`config.mk`:
```
export PLATFORM = sky130hd
export DESIGN_NAME = display_scan
export DESIGN_NICKNAME = d
export VERILOG_FILES = /design/src/rtl/display_scan.sv
export SDC_FILE = /design/constraint.sdc
export NUM_CORES = 1
export LEC_CHECK = 0
export BUFFER_PORTS_ARGS = -buffer_cell sky130_fd_sc_hd__buf_2
export CORE_MARGIN = 1.5
export CORE_UTILIZATION = 56
export CTS_CLUSTER_SIZE = 14
export DETAILED_ROUTE_END_ITERATION = 7
export PLACE_DENSITY = 0.79
export SETUP_SLACK_MARGIN = 0.3
export SLEW_MARGIN = 20
export SYNTH_ARGS = -nofsm -noshare
export SYNTH_HDL_FRONTEND = slang
export SYNTH_SLANG_ARGS = --single-unit
```
`constraint.sdc`:
```
create_clock -name clk -period 3.3 [get_ports clk]
set_clock_uncertainty 0.1 [all_clocks]
set_input_delay 0.99 -clock clk [delete_from_list [all_inputs] [get_ports clk]]
set_output_delay 0.99 -clock clk [all_outputs]
set_load 0.005 [all_outputs]
```
`src/rtl/display_scan.sv`:
```
// Four-digit multiplexed 7-segment scanner: one digit lit at a time, with a blank gap
// after every digit advance, a per-frame snapshot of the BCD input and leading-zero blanking.
module display_scan #(
  parameter int unsigned BLANK_CYCLES = 64,
  parameter bit          LZ_BLANK     = 1'b1
) (
  input  logic        clk,
  input  logic        rst,
  input  logic        scan_clk,
  input  logic        en,
  input  logic [15:0] bcd,
  input  logic [3:0]  dp,
  output logic [3:0]  an,
  output logic [6:0]  seg,
  output logic        dp_n,
  output logic [1:0]  digit_idx
);

  localparam int unsigned CNT_W = (BLANK_CYCLES > 1) ? $clog2(BLANK_CYCLES) : 1;
  localparam logic [CNT_W-1:0] CNT_LAST = CNT_W'((BLANK_CYCLES == 0) ? 0 : BLANK_CYCLES - 1);
  localparam bit HAS_BLANK = (BLANK_CYCLES != 0);

  typedef enum logic [1:0] {S_IDLE, S_BLANK, S_SHOW} state_e;

  state_e           state_q, state_d;
  logic [CNT_W-1:0] cnt_q, cnt_d;
  logic [1:0]       idx_q, idx_d;
  logic [15:0]      frame_bcd_q, frame_bcd_d;
  logic [3:0]       frame_dp_q, frame_dp_d;
  logic [3:0]       an_q, an_d;
  logic [6:0]       seg_q, seg_d;
  logic             dp_n_q, dp_n_d;
  logic             scan_q;
  logic             armed_q;
  logic             step_c;

  // A toggle of scan_clk is seen as a step; the first cycle after reset is ignored.
  assign step_c = armed_q & (scan_clk ^ scan_q);

  function automatic logic [6:0] decode(input logic [3:0] v);
    case (v)
      4'd0:    return 7'h40;
      4'd1:    return 7'h79;
      4'd2:    return 7'h24;
      4'd3:    return 7'h30;
      4'd4:    return 7'h19;
      4'd5:    return 7'h12;
      4'd6:    return 7'h02;
      4'd7:    return 7'h78;
      4'd8:    return 7'h00;
      4'd9:    return 7'h10;
      default: return 7'h3F;
    endcase
  endfunction

  // Digit i>0 blanks when it and every digit above it are zero and its point is off.
  function automatic logic lz_hide(input logic [15:0] b, input logic [3:0] d, input logic [1:0] i);
    logic zero_run;
    zero_run = 1'b1;
    for (int k = 3; k >= 1; k--) begin
      zero_run = zero_run & (b[k*4 +: 4] == 4'd0);
      if (k == int'(i)) return zero_run & ~d[k];
    end
    return 1'b0;
  endfunction

  always_ff @(posedge clk or negedge rst) begin
    if (!rst) state_q <= S_IDLE;
    else      state_q <= state_d;
  end

  always_comb begin
    state_d     = state_q;
    cnt_d       = cnt_q;
    idx_d       = idx_q;
    frame_bcd_d = frame_bcd_q;
    frame_dp_d  = frame_dp_q;
    if (!en) begin
      state_d = S_IDLE;
      cnt_d   = '0;
      idx_d   = '0;
    end else begin
      case (state_q)
        S_IDLE: begin
          frame_bcd_d = bcd;
          frame_dp_d  = dp;
          cnt_d       = '0;
          idx_d       = '0;
          state_d     = HAS_BLANK ? S_BLANK : S_SHOW;
        end
        S_BLANK: begin
          if (step_c) begin
            idx_d = idx_q + 2'd1;
            cnt_d = '0;
          end else if (cnt_q == CNT_LAST) begin
            cnt_d   = '0;
            state_d = S_SHOW;
          end else begin
            cnt_d = cnt_q + CNT_W'(1);
          end
        end
        S_SHOW: begin
          if (step_c) begin
            idx_d   = idx_q + 2'd1;
            cnt_d   = '0;
            state_d = HAS_BLANK ? S_BLANK : S_SHOW;
          end
        end
        default: state_d = S_IDLE;
      endcase
      // A new frame is captured only when the scan wraps back to digit 0.
      if (step_c && (state_q != S_IDLE) && (idx_q == 2'd3)) begin
        frame_bcd_d = bcd;
        frame_dp_d  = dp;
      end
    end
  end

  always_comb begin
    an_d   = 4'hF;
    seg_d  = 7'h7F;
    dp_n_d = 1'b1;
    if (state_d == S_SHOW) begin
      an_d   = ~(4'b0001 << idx_d);
      seg_d  = (LZ_BLANK && lz_hide(frame_bcd_d, frame_dp_d, idx_d)) ? 7'h7F
             : decode(frame_bcd_d[{idx_d, 2'b00} +: 4]);
      dp_n_d = ~frame_dp_d[idx_d];
    end
  end

  always_ff @(posedge clk or negedge rst) begin
    if (!rst) begin
      cnt_q       <= '0;
      idx_q       <= '0;
      frame_bcd_q <= '0;
      frame_dp_q  <= '0;
      scan_q      <= 1'b0;
      armed_q     <= 1'b0;
      an_q        <= 4'hF;
      seg_q       <= 7'h7F;
      dp_n_q      <= 1'b1;
    end else begin
      cnt_q       <= cnt_d;
      idx_q       <= idx_d;
      frame_bcd_q <= frame_bcd_d;
      frame_dp_q  <= frame_dp_d;
      scan_q      <= scan_clk;
      armed_q     <= 1'b1;
      an_q        <= an_d;
      seg_q       <= seg_d;
      dp_n_q      <= dp_n_d;
    end
  end

  assign an        = an_q;
  assign seg       = seg_q;
  assign dp_n      = dp_n_q;
  assign digit_idx = idx_q;

endmodule

```
Yosys cells after proc, flatten, opt, wreduce, memory -nomap -nowiden
Memories as Yosys holds them, arrays and structs flattened.
Index checks and enable logic that the tools add are counted.
{"block": "word_totals", "ff_bits": 44, "romBits": 112, "inputBits": 24, "out_inout_bits": 14, "word_cells": 89, "memories": 1}
{"block": "classes", "add_sub_neg": 2, "order_cmp": 1, "eq_ne": 10, "shift": 2, "n_mux": 42, "bitwise_logic": 12, "n_reduce_logical": 9}
{"name": "(no name shown)", "words": 16, "width": 7, "rd": 1, "rd_ports_with_merged_regs": 0, "write_ports": 0, "line_no": "41", "text": "case (v)"}
{"op": "16-bit two-way mux", "n": 3}
{"op": "6-bit two-way mux", "n": 4}
{"op": "1-bit two-way mux", "n": 19}
{"op": "6-bit one-hot mux with 3 select lines", "n": 1}
{"op": "4-bit two-way mux", "n": 4}
{"op": "16-bit by 5-bit variable part select with 4-bit output", "n": 1}
{"op": "7-bit two-way mux", "n": 2}
{"op": "4-bit zero test", "n": 3}
{"op": "2-bit two-way mux", "n": 6}
{"op": "6-bit by 1-bit adder with 6-bit output, second input constant", "n": 1}
{"op": "1-bit AND", "n": 6}
{"op": "2-bit == test, second input constant", "n": 3}
{"op": "6-bit == test, second input constant", "n": 1}
{"op": "2-bit one-hot mux with 3 select lines", "n": 1}
{"op": "2-bit == test, first input constant", "n": 2}
{"op": "4-bit by 1-bit != test with 1-bit output, second input constant", "n": 1}
{"op": "1-bit inverter", "n": 4}
{"op": "4-bit inverter", "n": 1}
{"op": "2-bit one-hot mux with 2 select lines", "n": 1}
{"op": "1-bit by 2-bit left shift with 4-bit output, first input constant", "n": 1}
{"op": "2-bit by 3-bit less-than comparator with 1-bit output, second input constant", "n": 1}
{"op": "3-bit != test, second input constant", "n": 1}
{"op": "2-bit by 1-bit adder with 2-bit output, second input constant", "n": 1}
{"op": "1-bit binary-select mux with 2-bit select", "n": 1}
{"op": "other kinds (8)", "n": 9}

Longest topological paths before layout
Gate-level depths: netlist of run 1.
{"block": "depth", "ltp_word": 17, "ltp_mapped": 14, "mapped_depth_nobuf": 12}

Least setup slack after synthesis of run 1
Ideal clock, no wire load.
{"block": "synth_timing", "kind": "input to register", "from": "in scan_clk", "to": "reg seg_q[3], in the netlist seg[3]", "setup_ns": 0.082, "arrival_ns": 3.140, "required_time_ns": 3.118, "setup_slack_ns": -0.022, "stages": 11, "cell_sequence": "xnor2_2 > o21ai_4 > buf_6 > mux2_2 > a32o_1 > a211o_1 > inv_1 > ha_1 > o21ai_0 > o21ai_0 > o211ai_1"}
{"block": "synth_via", "elab_chain_cells": 17}
{"element": "from (decl)", "line_no": "9", "text": "input logic scan_clk,"}
{"element": "1-bit XOR *", "line_no": "38", "text": "assign step_c = armed_q & (scan_clk ^ scan_q);"}
{"element": "1-bit AND *", "line_no": "38"}
{"element": "1-bit logical AND * (2 in a row)", "line_no": "112", "text": "if (step_c && (state_q != S_IDLE) && (idx_q == 2'd3)) begin"}
{"element": "16-bit two-way mux *", "line_no": "112"}
{"element": "16-bit two-way mux *", "line_no": "78", "text": "if (!en) begin"}
{"element": "named net frame_bcd_d[12]", "line_no": "28", "text": "logic [15:0] frame_bcd_q, frame_bcd_d;"}
{"element": "4-bit zero test", "line_no": "61", "text": "zero_run = zero_run & (b[k*4 +: 4] == 4'd0);"}
{"element": "1-bit AND, on equally long branches", "line_no": "62, 61"}
{"element": "1-bit two-way mux (tied with other cells)", "line_no": "62", "text": "if (k == int'(i)) return zero_run & ~d[k];"}
{"element": "1-bit two-way mux / 1-bit AND (equally long branches)", "line_no": "62"}
{"element": "1-bit two-way mux", "line_no": "62"}
{"element": "1-bit two-way mux (2 in a row)", "line_no": "60", "text": "for (int k = 3; k >= 1; k--) begin"}
{"element": "1-bit two-way mux", "line_no": "64", "text": "return 1'b0;"}
{"element": "1-bit two-way mux", "line_no": "123", "text": "if (state_d == S_SHOW) begin"}
{"element": "7-bit two-way mux *", "line_no": "125", "text": "seg_d = (LZ_BLANK && lz_hide(frame_bcd_d, frame_dp_d, idx_d)) ? 7'h7F"}
{"element": "7-bit two-way mux *", "line_no": "123"}
{"element": "named net seg_d[3]", "line_no": "31", "text": "logic [6:0] seg_q, seg_d;"}
{"element": "to (signal assigned)", "line_no": "150", "text": "seg_q <= seg_d;"}
{"element": "to (decl)", "line_no": "31"}
Mark *: on every way through the listed nets, which the timed path passes. The rest lies on a longest branch. The select of a mux whose other input is x is not followed.
A chain may end at the register's enable or synchronous reset.

Worst setup path after layout of run 1
{"block": "layout_timing", "from": "in scan_clk", "to": "reg seg_q[4], in the netlist seg[4]"}
{"element": "1-bit XOR *", "line_no": "38"}
{"element": "1-bit AND *", "line_no": "38"}
{"element": "1-bit logical AND * (2 in a row)", "line_no": "112"}
{"element": "16-bit two-way mux *", "line_no": "112"}
{"element": "16-bit two-way mux *", "line_no": "78"}
{"element": "named net frame_bcd_d[7]", "line_no": "28"}
{"element": "branches (longest 8 deep; another with memory 16 x 7 bit)"}
{"element": "7-bit two-way mux *", "line_no": "125"}
{"element": "7-bit two-way mux *", "line_no": "123"}
{"element": "named net seg_d[4]", "line_no": "31"}
Mark *: on every way through the listed nets, which the timed path passes. The select of a mux whose other input is x is not followed.

==> qor.yml, run 1 <==
outcome:
  status: "completed"
logic_synthesis:
  syn_area_per_cell_um2: 10.9
  syn_inst: 223
  ys_types: 58
  synth-edff-count: 0
  yosys_register_bits: 44
  synth_xor_area_share_pct: 1.74
  netlist_area_um2: 2440
  syn_nets: 258
  ys.flop_type: "dfrtp_1"
  synthAdderAreaFrac_pct: 5.64
  yosysWarnings: 0
  synth_compound_area_share_pct: 18.4
  yosys.area_share.simple_pct: 13.7
  ys_seq_area_share_pct: 45.7
  synth_top_family_by_area: "compound AO/OA/AOI/OAI gates"
  async_flop_share_pct: 100
  muxShareOfSynthArea_pct: 11.2
power_and_ir_drop:
  cellPowerDensity_nw_per_um2: 409
  peakVddDrop_mv: 0.268
  p_seq_share_pct: 48.0
  switching_share_pct: 30.1
  combPwrFrac_pct: 25.2
  p_clk_share_pct: 26.8
  p_int_mw: 0.883
  p_leak_nw: 1.38
  power_switching_mw: 0.379
placed_design:
  place.gp.congestion: 0.846
  pre_cts_ws_ns: -0.116
  dp_hpwl_um: 4070
  io_buffers: 37
  post-place-cells: 320
routing:
  initialDrtViolationCount: 207
  drc: 0
  drt-vias-per-instance: 5.79
  wl_um: 6000
  wire_per_inst_um: 17.6
  drt_first_pass_iters: 4
  ant_nets: 0
  dr_total_vias: 1970
critical_path:
  path_common_cell: "buf_8"
  cp_num_buf_inv: 4
  path_max_fanout: 7
  cp_top_family: "compound AO/OA/AOI/OAI gates"
  slowest_delay_ns: 0.54
  path_cells: "buf_8 > xnor2_4 > o21ai_4 > buf_6 > buf_12 > buf_8 > mux2_4 > nor2b_4 > a2111o_2 > a21o_1 > o211ai_2"
  slowest_stage: "a2111o_2"
  cp-end-kind: "register"
  cp.arrival_ns: 3.18
  cp-start-kind: "input pin"
  worstPathRequired_ns: 3.44
  critPathKind: "input pin to register"
clocking:
  tritoncts: "done"
  holdBufCountCts: 0
  htreeDepth: 2
  insertion_delay_ns: 0.30
  clockBufferDepth: 2
  cts_root_buf: "clkbuf_8"
  clkTransAtPathRegs_ns: 0.08
  cts_buffers: 5
  cts.sinks: 44
timing:
  min_period_over_period_pct: 92.2
  tightest_slew_ns: 0.941
  slew_viol_final: 0
  finalCriticalPeriod_ns: 3.04
  rsz0062_at_grt: "yes"
  setup_tns_ns: 0
  finalHoldViolCount: 0
  fmax_ghz: 0.329
  max_slew_margin_pct: 37.3
  setup_ws_ns: 0.257
  setup_violations: 0
  hold_slack_ns: 0.393
floorplanning:
  die_w_um: 69.0
  std_cell_rows: 23
  die-height_um: 69.0
  fp.coreArea_um2: 4090
  io_pins: 38
  initial_core_util_pct: 59.7
  dieArea_um2: 4760
min_path:
  min_path_type: "register to register"
grt:
  grt_use_met2_pct: 37.7
  grt_max_degree: 45
  grt_pass1_vias: 1877
  grt_pass1_wl_um: 9280
  globalRouteMet3Util_pct: 5.85
  antenna_found_initial: 0
  grt_use_met1_pct: 34.3
  grt-ovfl-total: 0
  grt_usage_pct: 24.8
  top_usage_layer: "met2"
final_layout:
  fin_cells: 340
  final_common_cell: "buf_2"
  mostFrequentLayoutCells: "buf_2 (35), dfrtp_1 (32), buf_4 (20)"
  syn_to_final_growth_pct: 26.6
  fin_nets: 324
  diodes: 0
  drive_gt1_share_pct: 43.8
  fin_util_pct: 75.6
  fill_cells: 274
job:
  max_cap_viol_count: 0
-- registers in the layout (all words and copies together) (netlist names) --
| name | flops |
|---|---|
| frame_bcd_q | 16 |
| scan_q | 1 |
| seg | 7 |
| state_q | 2 |
| an | 4 |
| frame_dp_q | 4 |
| dp_n | 1 |
| armed_q | 1 |
| digit_idx | 2 |
| cnt_q | 6 |
-- power groups by stage --
stage	Sequential [mW]	Clock (mW)	Combinational, mW
5_1_grt	0.610	0.359	0.347
6_report	0.606	0.339	0.318
3_3_place_gp	0.612	0	0.255
2_1_floorplan	0.606	0	0.184
4_1_cts	0.604	0.340	0.266
3_5_place_dp	0.614	0	0.263
-- synth_stat cells (2+ instances only) --
cell	n	area (um^2)
nor2_2	2	12.5
buf_6	3	33.8
mux2i_1	5	50.1
nor2b_1	6	37.5
nor4_1	4	25.0
o211ai_1	6	45.0
a22o_1	2	17.5
and2b_1	2	15.0
inv_1	12	45.0
nand2b_1	5	31.3
a21oi_1	7	35.0
o31ai_1	3	22.5
nand3_1	6	30.0
ha_1	11	138
xnor2_1	2	17.5
nor3_1	5	25.0
and2_1	2	12.5
a21o_1	2	15.0
and3_1	3	18.8
mux2_4	2	30.0
dfrtp_1	32	801
o21a_1	2	15.0
mux2_2	15	169
o21ai_0	16	80.1
o22ai_1	2	12.5
or4_1	2	15.0
a41oi_1	2	17.5
a32o_1	2	20.0
nor2_1	9	33.8
dfstp_2	12	315
nand2_1	12	45.0
-- per-layer routing --
metal / wire, um / up-vias
met2: 2690 / 69
li1: - / 958
met5: 0 / -
met4: 158 / 0
met1: 2800 / 928
met3: 347 / 15
-- cell type report --
cell class / instances / area [um^2] / area share, %
Clock buffer: 7 / 76.3 / 2.47
Multi-Input combinational cell: 164 / 1360 / 43.9
Tap cell: 50 / 62.6 / 2.03
Sequential cell: 44 / 1120 / 36.1
Clock inverter: 1 / 5.00 / 0.162
Timing Repair Buffer: 62 / 425 / 13.8
Inverter: 12 / 47.5 / 1.54
-- cell families (layout without fill, tap and decap cells) --
logic type / count (synthesis) / in the layout
DFF: 44 / 44
other: 1 / 1
buffers and inverters: 16 / 82
adders and majority gates: 11 / 11
AOI/OAI and AO/OA: 61 / 62
xor gates and xnor gates: 4 / 4
muxes: 24 / 24
and+or+nand+nor: 62 / 62
-- path summary, 6_finish.rpt --
path                       startpoint               to  slack [ns]  depth (start not counted)
min in group asynchronous         rst       state_q[1]        0.73                          1
min                          cnt_q[5]         cnt_q[5]        0.39                          1
max reg2reg                state_q[1]           seg[0]        0.39                         11
min reg2reg                  cnt_q[5]         cnt_q[5]        0.39                          1
max                          scan_clk           seg[4]        0.26                         11
max in group asynchronous         rst  frame_bcd_q[12]        1.79                          1
-- timing repair --
action | 4_1_cts | 5_1_grt
endpoints found under the setup margin | 6 | 7
resized for setup | 2 | 28
pin swaps | 0 | 10
setup buffers | 0 | 11
gates cloned | 0 | 1
-- worst register-to-register path, stage by stage, from the launching register on --
cell and delay, ns:
dfrtp_1 0.40, inv_1 0.10, ha_1 0.31, o21a_2 0.26, and3_1 0.23, mux2_2 0.30, a32o_1 0.22, a211o_1 0.32
buf_4 0.17, ha_2 0.17, mux2i_1 0.12, o211ai_1 0.11
-- stage by stage --
stage,area (um^2),power (mW)
after global routing,3090,1.32
after CTS,2910,1.21
after floorplan,2480,0.791
final,3090,1.26
after detailed placement,2820,0.877
after global placement,2820,0.867
Note: power is estimated with default switching activity, not from simulation.
==> run 2: changes to the inputs <==
--- a/config.mk
+++ b/config.mk
@@ -6,7 +6,6 @@
 export NUM_CORES = 1
 export LEC_CHECK = 0
 export BUFFER_PORTS_ARGS = -buffer_cell sky130_fd_sc_hd__buf_2
-export CORE_MARGIN = 1.5
 export CORE_UTILIZATION = 56
 export CTS_CLUSTER_SIZE = 14
 export DETAILED_ROUTE_END_ITERATION = 7
@@ -16,3 +15,4 @@
 export SYNTH_ARGS = -nofsm -noshare
 export SYNTH_HDL_FRONTEND = slang
 export SYNTH_SLANG_ARGS = --single-unit
+export TNS_END_PERCENT = 1
==> run 2 against run 1 <==
Register-to-register slack better by 0.02 ns. Critical path depth grew 1. Die area is 2.9% lower. Critical path type unchanged. Critical endpoint is now seg[0].
==> qor.yml, run 2 (synthesized netlist as in run 1, its figures left out) <==
final_layout:
  mostFrequentLayoutCells: "buf_2 (37), dfrtp_1 (32), buf_4 (18)"  # was buf_2 (35), dfrtp_1 (32), buf_4 (20)
  final_common_cell: "buf_2"  # unchanged
  design_area_um2: 3100  # was 3090 um^2
  fill_cells: 282  # was 274
  fin_cells: 339  # was 340
  diodes: 0  # unchanged
  top_register: "frame_bcd_q"  # unchanged
  syn_to_final_growth_pct: 27.2  # was 26.6%
  multiInputGateArea_um2: 1410  # was 1360 um^2
  largest_reg_flops: 16  # unchanged
  seq_area_um2: 1120  # unchanged
  fin_nets: 323  # was 324
  drive_gt1_share_pct: 42.9  # was 43.8%
placed_design:
  dp_hpwl_um: 3840  # was 4070 um
  post_dp_cell_area_um2: 2840  # was 2820 um^2
  post-place-cells: 327  # was 320
  place.gp.congestion: 0.832  # was 0.846
  io_buffers: 37  # unchanged
floorplanning:
  initial_core_util_pct: 59.7  # unchanged
  fp.coreArea_um2: 4090  # unchanged
  die_w_um: 68.0  # was 69.0 um
  dieArea_um2: 4620  # was 4760 um^2
  std_cell_rows: 23  # unchanged
  die-height_um: 68.0  # was 69.0 um
  io_pins: 38  # unchanged
grt:
  grt_max_degree: 45  # unchanged
  grt-ovfl-total: 0  # unchanged
  grt_pass1_vias: 1903  # was 1877
  grt_pass1_wl_um: 8790  # was 9280 um
  grt_usage_pct: 25.9  # was 24.8%
  grt_use_met2_pct: 40.7  # was 37.7%
  top_usage_layer: "met2"  # unchanged
  antenna_found_initial: 0  # unchanged
  grt_use_met1_pct: 34.8  # was 34.3%
  globalRouteMet3Util_pct: 5.50  # was 5.85%
routing:
  initialDrtViolationCount: 135  # was 207
  wl_um: 5780  # was 6000 um
  drt-vias-per-instance: 5.93  # was 5.79
  drc: 0  # unchanged
  wire_per_inst_um: 17.0  # was 17.6 um
  drt_first_pass_iters: 4  # unchanged
  ant_nets: 0  # unchanged
  dr_total_vias: 2010  # was 1970
critical_path:
  cp-end-kind: "register"  # unchanged
  rrSetupSlack_ns: 0.41  # was 0.39 ns
  cp-start-kind: "input pin"  # unchanged
  worstPathRequired_ns: 3.42  # was 3.44 ns
  reg2regPathDepth: 11  # unchanged
  critPathKind: "input pin to register"  # unchanged
  path_max_fanout: 7  # unchanged
  cp.arrival_ns: 3.11  # was 3.18 ns
  r2r_start: "state_q[0]"  # was state_q[1]
  worstReg2RegEnd: "seg[0]"  # unchanged
timing:
  tightest_slew_ns: 0.937  # was 0.941 ns
  min_period_over_period_pct: 90.7  # was 92.2%
  finalHoldViolCount: 0  # unchanged
  rsz0062_at_grt: "yes"  # unchanged
  slew_viol_final: 0  # unchanged
  setup_violations: 0  # unchanged
  finalCriticalPeriod_ns: 2.99  # was 3.04 ns
  max_slew_margin_pct: 37.5  # was 37.3%
  fmax_ghz: 0.334  # was 0.329 GHz
clocking:
  insertion_delay_ns: 0.30  # about the same
  holdBufCountCts: 0  # unchanged
  clockBufferDepth: 2  # unchanged
  cts.sinks: 44  # unchanged
  cts_buffers: 5  # unchanged
  tritoncts: "done"  # unchanged
  htreeDepth: 2  # unchanged
  clkTransAtPathRegs_ns: 0.09  # was 0.08 ns
  cts_root_buf: "clkbuf_8"  # unchanged
min_path:
  hp-start: "cnt_q[5]"  # unchanged
  holdPathStages: 1  # unchanged
  min_path_type: "register to register"  # unchanged
  min_to: "cnt_q[5]"  # unchanged
outcome:
  status: "completed"  # unchanged
job:
  max_cap_viol_count: 0  # unchanged
power_and_ir_drop:
  cellPowerDensity_nw_per_um2: 406  # was 409 nW/um^2
  peakVddDrop_mv: 0.225  # was 0.268 mV
  p_leak_nw: 1.37  # was 1.38 nW
## run 2: routing by layer
| layer | up-vias | routed length [um] |
|---|---|---|
| li1 | 955 | - |
| met1 | 977 | 2620 |
| met5 | - | 0 |
| met4 | 0 | 127 |
| met2 | 66 | 2750 |
| met3 | 12 | 277 |
## run 2: stage by stage
stage          setup slack [ns]  total power [mW]  hold WS, ns  utilization (%)  setup TNS (ns)
2_1_floorplan            0.0996             0.789        0.342                -               0
3_3_place_gp            -0.0202             0.870        0.369             69.5         -0.0210
3_5_place_dp            -0.0494             0.878        0.380             69.5          -0.182
4_1_cts                   0.285              1.22        0.402             72.5               0
5_1_grt                   0.208              1.32        0.425             75.9               0
6_report                  0.307              1.26        0.400             75.9               0
## run 2: where the power goes
part           internal (mW)  switching (mW)
logic                  0.147           0.168
clock network          0.148           0.192
registers              0.582          0.0227
## run 2: repair_timing
action | in CTS | in global routing
setup buffers | 1 | 1
resized for setup | 3 | 26
pin swaps | 2 | 9
endpoints found under the setup margin | 6 | 7
gates cloned | 1 | 1
## run 2: cell type report
type                            instances  share of cell area, %
Clock buffer                            5                   2.22
Clock inverter                          3                  0.605
Inverter                               12                   1.45
Multi-Input combinational cell        165                   45.5
Sequential cell                        44                   36.0
Tap cell                               50                   2.02
Timing Repair Buffer                   60                   12.3
## run 2: worst max path at each step
stage / startpoint / endpoint / slack, ns / cells after the start
final: scan_clk / seg[0] / 0.31 / 12
after global placement: scan_clk / seg[3] / -0.02 / 12
after detailed placement: scan_clk / seg[3] / -0.05 / 12
after CTS: scan_clk / seg[3] / 0.28 / 12
after floorplan: scan_clk / seg[3] / 0.1 / 12
after global routing: scan_clk / seg[0] / 0.21 / 12
## run 2: worst max-delay path, cell delays in order
cell,delay [ns]
buf_2,0.13
xnor2_4,0.14
buf_4,0.17
nor2_4,0.13
buf_6,0.16
o22ai_1,0.13
a32o_1,0.27
a211o_1,0.33
buf_6,0.14
ha_1,0.19
mux2i_1,0.20
o211ai_1,0.13
==> run 3: changes to the inputs <==
--- a/config.mk
+++ b/config.mk
@@ -10,6 +10,7 @@
 export CTS_CLUSTER_SIZE = 14
 export DETAILED_ROUTE_END_ITERATION = 7
 export PLACE_DENSITY = 0.79
+export RECOVER_POWER = 25
 export SETUP_SLACK_MARGIN = 0.3
 export SLEW_MARGIN = 20
 export SYNTH_ARGS = -nofsm -noshare
==> run 3 against run 2 <==
Sequential power about the same. Critical endpoint unchanged. Global-route usage unchanged. Critical path type unchanged. Highest routed layer unchanged. Cell count unchanged.
==> qor.yml, run 3 (synthesized netlist as in run 1, its figures left out) <==
clocking:
  insertion_delay_ns: 0.30  # about the same
  holdBufCountCts: 0  # unchanged
  clkTransAtPathRegs_ns: 0.09  # about the same
  clockBufferDepth: 2  # unchanged
  tritoncts: "done"  # unchanged
  cts_root_buf: "clkbuf_8"  # unchanged
  cts.sinks: 44  # unchanged
  htreeDepth: 2  # unchanged
  cts_buffers: 5  # unchanged
floorplanning:
  dieArea_um2: 4620  # unchanged
  initial_core_util_pct: 59.7  # unchanged
  fp.coreArea_um2: 4090  # unchanged
  std_cell_rows: 23  # unchanged
  die_w_um: 68.0  # unchanged
  die-height_um: 68.0  # unchanged
  io_pins: 38  # unchanged
critical_path:
  cp_top_family: "compound AO/OA/AOI/OAI gates"  # unchanged
  cp-start-kind: "input pin"  # unchanged
  cp-end-kind: "register"  # unchanged
  cp_num_buf_inv: 4  # unchanged
  path_common_cell: "buf_6"  # unchanged
  critPathKind: "input pin to register"  # unchanged
  cp.arrival_ns: 3.15  # was 3.11 ns
  slowest_delay_ns: 0.33  # about the same
  path_max_fanout: 7  # unchanged
  worstPathRequired_ns: 3.42  # about the same
  slowest_stage: "a211o_1"  # unchanged
  path_cells: "clkbuf_1 > xnor2_4 > buf_4 > nor2_4 > buf_6 > o22ai_1 > a32o_1 > a211o_1 > buf_6 > ha_1 > mux2i_1 > o211ai_1"  # was buf_2 > xnor2_4 > buf_4 > nor2_4 > buf_6 > o22ai_1 > a32o_1 > a211o_1 > buf_6 > ha_1 > mux2i_1 > o211ai_1
timing:
  fmax_ghz: 0.330  # was 0.334 GHz
  setup_violations: 0  # unchanged
  slew_viol_final: 0  # unchanged
  hold_slack_ns: 0.400  # unchanged
  tightest_slew_ns: 0.937  # unchanged
  rsz0062_at_grt: "yes"  # unchanged
  finalCriticalPeriod_ns: 3.03  # was 2.99 ns
  min_period_over_period_pct: 91.8  # was 90.7%
  finalHoldViolCount: 0  # unchanged
  max_slew_margin_pct: 37.5  # unchanged
  setup_ws_ns: 0.272  # was 0.307 ns
routing:
  wl_um: 5780  # about the same
  ant_nets: 0  # unchanged
  drc: 0  # unchanged
  wire_per_inst_um: 17.1  # was 17.0 um
  drt_first_pass_iters: 4  # unchanged
  dr_total_vias: 2010  # unchanged
  initialDrtViolationCount: 134  # was 135
  drt-vias-per-instance: 5.93  # unchanged
power_and_ir_drop:
  cellPowerDensity_nw_per_um2: 406  # about the same
  finalPower_mw: 1.26  # about the same
  p_leak_nw: 1.37  # about the same
  peakVddDrop_mv: 0.225  # unchanged
grt:
  grt-ovfl-total: 0  # unchanged
  grt_pass1_wl_um: 8790  # unchanged
  grt_usage_pct: 25.9  # unchanged
  grt_max_degree: 45  # unchanged
  grt_pass1_vias: 1903  # unchanged
  antenna_found_initial: 0  # unchanged
final_layout:
  top_register: "frame_bcd_q"  # unchanged
  mostFrequentLayoutCells: "buf_2 (36), dfrtp_1 (32), buf_4 (18)"  # was buf_2 (37), dfrtp_1 (32), buf_4 (18)
  final_common_cell: "buf_2"  # unchanged
  syn_to_final_growth_pct: 27.1  # was 27.2%
  design_area_um2: 3100  # about the same
  fin_nets: 323  # unchanged
  diodes: 0  # unchanged
  drive_gt1_share_pct: 42.6  # was 42.9%
  largest_reg_flops: 16  # unchanged
placed_design:
  pre_cts_ws_ns: -0.0494  # unchanged
  place.gp.congestion: 0.832  # unchanged
  io_buffers: 37  # unchanged
  post_dp_cell_area_um2: 2840  # unchanged
  dp_hpwl_um: 3840  # unchanged
job:
  max_cap_viol_count: 0  # unchanged
outcome:
  status: "completed"  # unchanged
min_path:
  min_path_type: "register to register"  # unchanged
==> run 3: cell types whose count changed in the layout (fill, tap and decap cells not counted) <==
cell,previous run,this run
buf_2,37,36
clkbuf_1,0,1
==> run 3: area by class of cell <==
| cell class | count | area, um^2 |
|---|---|---|
| timing repair buffer | 60 | 379 |
| multi-input combinational | 165 | 1410 |
| sequential | 44 | 1120 |
| clock inverter | 3 | 18.8 |
| inverter | 12 | 45.0 |
| tap | 50 | 62.6 |
| clock buffer | 5 | 68.8 |
| fill | 283 | 985 |
==> run 3: worst reg2reg max path, cell delays in order (launching register included) <==
cell	delay, ns
dfrtp_1	0.41
inv_1	0.08
ha_1	0.35
o21a_1	0.20
and3_4	0.19
mux2_4	0.28
a32o_1	0.21
a211o_1	0.33
buf_6	0.14
ha_1	0.19
mux2i_1	0.20
o211ai_1	0.13
==> run 3: where the power goes <==
| part | total [mW] | internal, mW | switching (mW) | leakage, nW |
|---|---|---|---|---|
| Clock | 0.340 | 0.148 | 0.192 | 0.0479 |
| Combinational | 0.315 | 0.147 | 0.168 | 0.801 |
| Sequential | 0.604 | 0.582 | 0.0227 | 0.521 |
| Total | 1.26 | 0.876 | 0.382 | 1.37 |
==> run 3: final timing paths <==
kind / slack, ns / startpoint / depth (start not counted) / end
max: 0.27 / scan_clk / 12 / seg[0]
min: 0.40 / cnt_q[5] / 1 / cnt_q[5]
max reg2reg: 0.41 / state_q[0] / 11 / seg[0]
min reg2reg: 0.40 / cnt_q[5] / 1 / cnt_q[5]
max in group asynchronous: 1.79 / rst / 1 / cnt_q[3]
min in group asynchronous: 0.72 / rst / 1 / state_q[1]
==> run 3: per-layer routing <==
layer	global-route usage, %	part of all wire (%)
met4	10.2	2.2
met1	34.8	45
met3	5.50	4.8
met5	0	0
met2	40.7	48
==> run 3: timing repair <==
item	4_1_cts	5_1_grt
gates cloned	1	1
resized for setup	3	26
buffers inserted	1	1
pin swaps	2	9
endpoints found under the setup margin	6	7
endpoints found under the hold margin	0	0
==> run 3: metrics by stage <==
stage,utilization [%],cells,setup TNS [ns]
6_report,75.9,339,0
5_1_grt,75.9,339,0
4_1_cts,72.5,337,0
3_5_place_dp,69.5,327,-0.182
3_3_place_gp,69.5,327,-0.0210
2_1_floorplan,-,223,0
